## src/rtl/multiword_add_ctrl.sv

```systemverilog
// multiword_add_ctrl
//   Multi-limb add/subtract controller. One 32-bit ripple adder is reused
//   across WORDS limbs, least significant limb first, one limb per clock.
//   Subtraction is a + ~b + 1: the b limbs are inverted and the carry
//   register is seeded with sub.
//
// Ports
//   clk      : single clock, rising edge
//   rst_n    : synchronous active-low reset
//   start    : begin an operation (sampled only in IDLE or DONE)
//   sub      : 0 = a+b, 1 = a-b
//   a, b     : operands, 32*WORDS bits
//   sum      : registered result
//   cout     : carry out of the top limb (sub: 1 = no borrow)
//   overflow : two's-complement overflow of the full-width result
//   busy     : high while limbs are being computed (RUN)
//   done     : one-cycle completion pulse (DONE)
//
// state | meaning
// ------+---------------------------------------------------
// IDLE  | waiting for start
// RUN   | one limb per cycle through the shared adder
// DONE  | result complete, done high; start here restarts RUN

module ripple_carry_addr_32 (
    input  logic [31:0] a,
    input  logic [31:0] b,
    input  logic        cin,
    output logic [31:0] s,
    output logic        co
);
    logic w_c;

    always_comb begin
        s   = '0;
        w_c = cin;
        for (int i = 0; i < 32; i++) begin
            s[i] = a[i] ^ b[i] ^ w_c;
            w_c  = (a[i] & b[i]) | (w_c & (a[i] ^ b[i]));
        end
        co = w_c;
    end
endmodule

module multiword_add_ctrl #(
    parameter int WORDS = 4
) (
    input  logic                clk,
    input  logic                rst_n,
    input  logic                start,
    input  logic                sub,
    input  logic [32*WORDS-1:0] a,
    input  logic [32*WORDS-1:0] b,
    output logic [32*WORDS-1:0] sum,
    output logic                cout,
    output logic                overflow,
    output logic                busy,
    output logic                done
);
    localparam int W     = 32 * WORDS;
    localparam int IDX_W = (WORDS > 1) ? $clog2(WORDS) : 1;

    typedef enum logic [1:0] {
        S_IDLE = 2'd0,
        S_RUN  = 2'd1,
        S_DONE = 2'd2
    } state_t;

    state_t           r_state;
    state_t           w_next;
    logic [W-1:0]     r_a;
    logic [W-1:0]     r_b;
    logic             r_sub;
    logic [IDX_W-1:0] r_idx;
    logic             r_carry;
    logic [W-1:0]     r_sum;
    logic             r_cout;
    logic             r_ovf;

    logic [31:0]      w_a_limb;
    logic [31:0]      w_b_limb;
    logic [31:0]      w_add_s;
    logic             w_add_co;
    logic             w_last;
    logic             w_accept;
    logic             w_bp_msb;

    // Limb offset is idx*32, formed by concatenation to keep widths exact.
    assign w_a_limb = r_a[{r_idx, 5'b0} +: 32];
    assign w_b_limb = r_b[{r_idx, 5'b0} +: 32] ^ {32{r_sub}};
    assign w_last   = (r_idx == IDX_W'(WORDS - 1));
    assign w_accept = start && (r_state != S_RUN);
    assign w_bp_msb = r_b[W-1] ^ r_sub;

    ripple_carry_addr_32 u_add (
        .a   (w_a_limb),
        .b   (w_b_limb),
        .cin (r_carry),
        .s   (w_add_s),
        .co  (w_add_co)
    );

    always_comb begin
        w_next = r_state;
        busy   = 1'b0;
        done   = 1'b0;
        case (r_state)
            S_IDLE: if (start) w_next = S_RUN;
            S_RUN: begin
                busy = 1'b1;
                if (w_last) w_next = S_DONE;
            end
            S_DONE: begin
                done   = 1'b1;
                w_next = start ? S_RUN : S_IDLE;
            end
            default: w_next = S_IDLE;
        endcase
    end

    always_ff @(posedge clk) begin
        if (!rst_n) begin
            r_state <= S_IDLE;
            r_a     <= '0;
            r_b     <= '0;
            r_sub   <= 1'b0;
            r_idx   <= '0;
            r_carry <= 1'b0;
            r_sum   <= '0;
            r_cout  <= 1'b0;
            r_ovf   <= 1'b0;
        end else begin
            r_state <= w_next;
            if (w_accept) begin
                r_a     <= a;
                r_b     <= b;
                r_sub   <= sub;
                r_idx   <= '0;
                r_carry <= sub;
            end else if (r_state == S_RUN) begin
                r_sum[{r_idx, 5'b0} +: 32] <= w_add_s;
                r_carry <= w_add_co;
                if (w_last) begin
                    r_idx  <= '0;
                    r_cout <= w_add_co;
                    // Sign of the result is the top bit of the final limb.
                    r_ovf  <= (r_a[W-1] == w_bp_msb) && (w_add_s[31] != r_a[W-1]);
                end else begin
                    r_idx <= r_idx + IDX_W'(1);
                end
            end
        end
    end

    assign sum      = r_sum;
    assign cout     = r_cout;
    assign overflow = r_ovf;
endmodule
```

## config.mk

```make
export PLATFORM = sky130hd
export DESIGN_NAME = multiword_add_ctrl
export DESIGN_NICKNAME = d
export VERILOG_FILES = /design/src/rtl/multiword_add_ctrl.sv
export SDC_FILE = /design/constraint.sdc
export NUM_CORES = 1
export LEC_CHECK = 0
export CAP_MARGIN = 30
export CORE_ASPECT_RATIO = 2
export CORE_MARGIN = 4
export CORE_UTILIZATION = 52
export CTS_BUF_LIST = sky130_fd_sc_hd__clkbuf_8
export CTS_CLUSTER_DIAMETER = 80
export DETAILED_ROUTE_END_ITERATION = 8
export PLACE_DENSITY = 0.91
export SLEW_MARGIN = 20
export SYNTH_ARGS = -nofsm -noshare
export SYNTH_HDL_FRONTEND = slang
export SYNTH_SLANG_ARGS = --single-unit
```

## constraint.sdc

```tcl
create_clock -name clk -period 18.4 [get_ports clk]
set_input_delay 5.52 -clock clk [delete_from_list [all_inputs] [get_ports clk]]
set_output_delay 5.52 -clock clk [all_outputs]
set_load 0.01 [all_outputs]
```

==> impl_metrics.csv <==
group,metric,value,unit
status,status,"completed",
drt,wirelength,61200,um
die,die_h,265,um
layout,drive_gt1_share,8.48,%
cts,clockRootBuffer,"clkbuf_8",
logic_synthesis,synth_seq_cells,392,
global_route,grt_usage,31.9,%
sta,fin_skew,27.2,ps
setup_path,crit_top_cell,"fa_1",
setup_path,crit_path_end_kind,"flip-flop",
drt,firstDrtPassIters,7,
cts,clk_latency,610,ps
setup_path,r2r-end,"overflow",
global_route,antenna_found_initial,12,
drt,first_iter_violations,1792,
global_route,grt_max_degree,190,
logic_synthesis,seq_area_frac_synth,45.6,%
layout,synthToLayoutAreaGrowth,28.2,%
die,start_util,52.5,%
layout,most-common-layout-cells,"clkdlybuf4s50_1, dfxtp_1, a21oi_1",
layout,fin_nets,2393,
die,die-area,36300,um^2
setup_path,r2r_cells,41,
setup_path,critPathLaunchType,"flip-flop",
sta,timing.fmax,61.8,MHz
logic_synthesis,synthesis.area,17200,um^2
sta,fin_crit,16190,ps
power_and_ir_drop,power_density,87.5,nW/um^2
setup_path,cp.arrival,16700,ps
sta,post-route-period-util,88.0,%
hold_path,hp-class,"flip-flop to flip-flop",
place,place_congestion,0.910,
die,die_width,137,um
run,max_cap_viol_count,0,
cts,postCtsHoldBufs,0,
cts,clockBufferDepth,3,
logic_synthesis,ys_warn_count,0,
global_route,grt-ovfl-total,0,
setup_path,timing.rr.start,"r_idx[0]",
drt,num_vias,16400,
die,rows,94,
cts,postCtsSetupBuffers,0,
setup_path,crit_slowest_cell,"dfxtp_4",
sta,setup_tns,0,ps
setup_path,max_stage_delay,760,ps
cts,tritoncts,"built",
drt,drc,0,
drt,final_antenna_net_count,0,
die,io_pins,392,
drt,routedWlPerCell,23.7,um
cts,cts-htree-levels,2,
sta,slew_headroom,32.6,%
drt,routed_via_density,6.34,
logic_synthesis,synthCells,1841,
power_and_ir_drop,finalPower,1.93,mW
place,portBuffers,391,
setup_path,worstPathMaxFanout,35,
global_route,grt_pass1_wl,88700,um
cts,clk_pin_slew,70,ps
layout,final_common_cell,"clkdlybuf4s50_1",
logic_synthesis,synth.avg_cell_area,9.36,um^2
cts,cts-buffers-inserted,52,
setup_path,cp-startpoint,"r_idx[0]",
cts,cts_resized,0,
place,place_hpwl,42800,um
die,coreArea,32800,um^2
setup_path,cp_data_required_time,18920,ps
sta,setup_violations,0,
power_and_ir_drop,ir_drop,0.0000593,V
sta,hold_viol,0,
sta,rsz0062_at_grt,"false",
logic_synthesis,synth.net_count,2139,
global_route,grt_pass1_vias,15700,
cts,clock-sinks,392,
sta,drv_slew,0,
logic_synthesis,yosys.cell_types.count,36,
setup_path,critPathKind,"flip-flop to flip-flop",
setup_path,crit_end,"overflow",
sta,tightest_slew,1010,ps
setup_path,r2r_setup_slack,2210,ps
power_and_ir_drop,leakage,7.77,nW
==> state kept, by name (all words and copies together) (netlist names) <==
name      count
r_b         128
sum         128
r_a         128
r_state       2
r_idx         2
overflow      1
r_carry       1
cout          1
r_sub         1
==> synthesized netlist by cell type <==
cell type,number,share of area (%)
a32oi_1,112,5.7
a211oi_1,2,0.087
nand2_1,16,0.35
nor3_1,3,0.087
nand3_1,270,7.8
buf_1,7,0.15
mux2i_1,2,0.12
dfxtp_1,392,46
a21oi_1,275,8.0
a311oi_1,1,0.051
nor2b_1,3,0.11
mux4_2,64,8.4
nand2b_1,1,0.036
o21ai_0,229,6.7
inv_6,1,0.051
inv_1,20,0.44
fa_1,32,3.7
buf_2,52,1.5
a211oi_2,1,0.073
nand3b_1,8,0.35
and2_1,2,0.073
nor2_1,115,2.5
clkinv_2,1,0.029
o21ai_1,28,0.81
buf_6,22,1.4
xor2_1,27,1.4
ha_1,6,0.44
nor3b_2,1,0.073
and4bb_2,1,0.073
o22ai_1,1,0.036
and3b_1,1,0.051
or3_1,1,0.036
clkbuf_1,115,2.5
buf_4,22,0.96
xnor2_1,6,0.31
nor4bb_1,1,0.058
==> report_power, final <==
group | switching (mW) | internal, mW | total [mW]
clock network | 0.328 | 0.361 | 0.689
logic | 0.189 | 0.139 | 0.329
registers | 0.0264 | 0.888 | 0.914
total | 0.544 | 1.39 | 1.93
==> through the flow <==
step,utilization (%),hold slack (ps),instance area (um^2),setup slack [ps],instances
3_5_place_dp,63.3,443,20800,2220,2467
6_report,67.3,450,22100,2210,2580
2_1_floorplan,-,451,17200,3060,1841
3_3_place_gp,63.3,441,20800,2460,2466
5_1_grt,67.3,463,22100,1580,2579
4_1_cts,66.7,452,21900,2160,2561
==> cell families after synthesis <==
| logic type | after synthesis | synth area share, % |
|---|---|---|
| flops | 392 | 45.6 |
| fa+ha+maj | 38 | 4.15 |
| buf+inv | 240 | 7.08 |
| simple gates | 423 | 11.6 |
| compound gates | 649 | 21.4 |
| xor+xnor | 33 | 1.68 |
| mux | 66 | 8.48 |
==> metal layers <==
layer	vias to the layer above	part of all wire, %	global-route usage [%]
met1	7782	32	33.7
met3	273	7.4	4.60
met4	0	10	29.8
li1	7248	-	-
met5	-	0	0
met2	1050	50	53.3
==> layout make-up <==
class	count	area [um^2]
antenna	13	32.5
clock buffer	65	895
clock inverter	29	208
fill	2451	10700
inverter	22	103
multi-input combinational	1209	8190
sequential	392	7860
tap	432	541
timing repair buffer	418	4260
==> worst min-delay path by stage <==
stage                  start  endpoint  slack, ps  cells past startpoint
floorplan            r_a[64]   r_a[64]        450                      2
global placement     sum[37]   sum[37]        440                      2
detailed placement    sum[6]    sum[6]        440                      2
CTS                   sum[6]    sum[6]        450                      2
global route        sum[101]  sum[101]        460                      2
finish                sum[6]    sum[6]        450                      2
==> worst max-delay path, delay by kind of cell (launching register included) <==
kind,cells,cell delay [ps]
flip-flops,1,760
adder cells (fa/ha/maj),32,13520
XOR/XNOR,1,180
AND/OR/NAND/NOR,1,360
buffers and inverters,5,400
multiplexers,1,610
AO/OA/AOI/OAI,1,250
(Power assumes the default switching activity.)
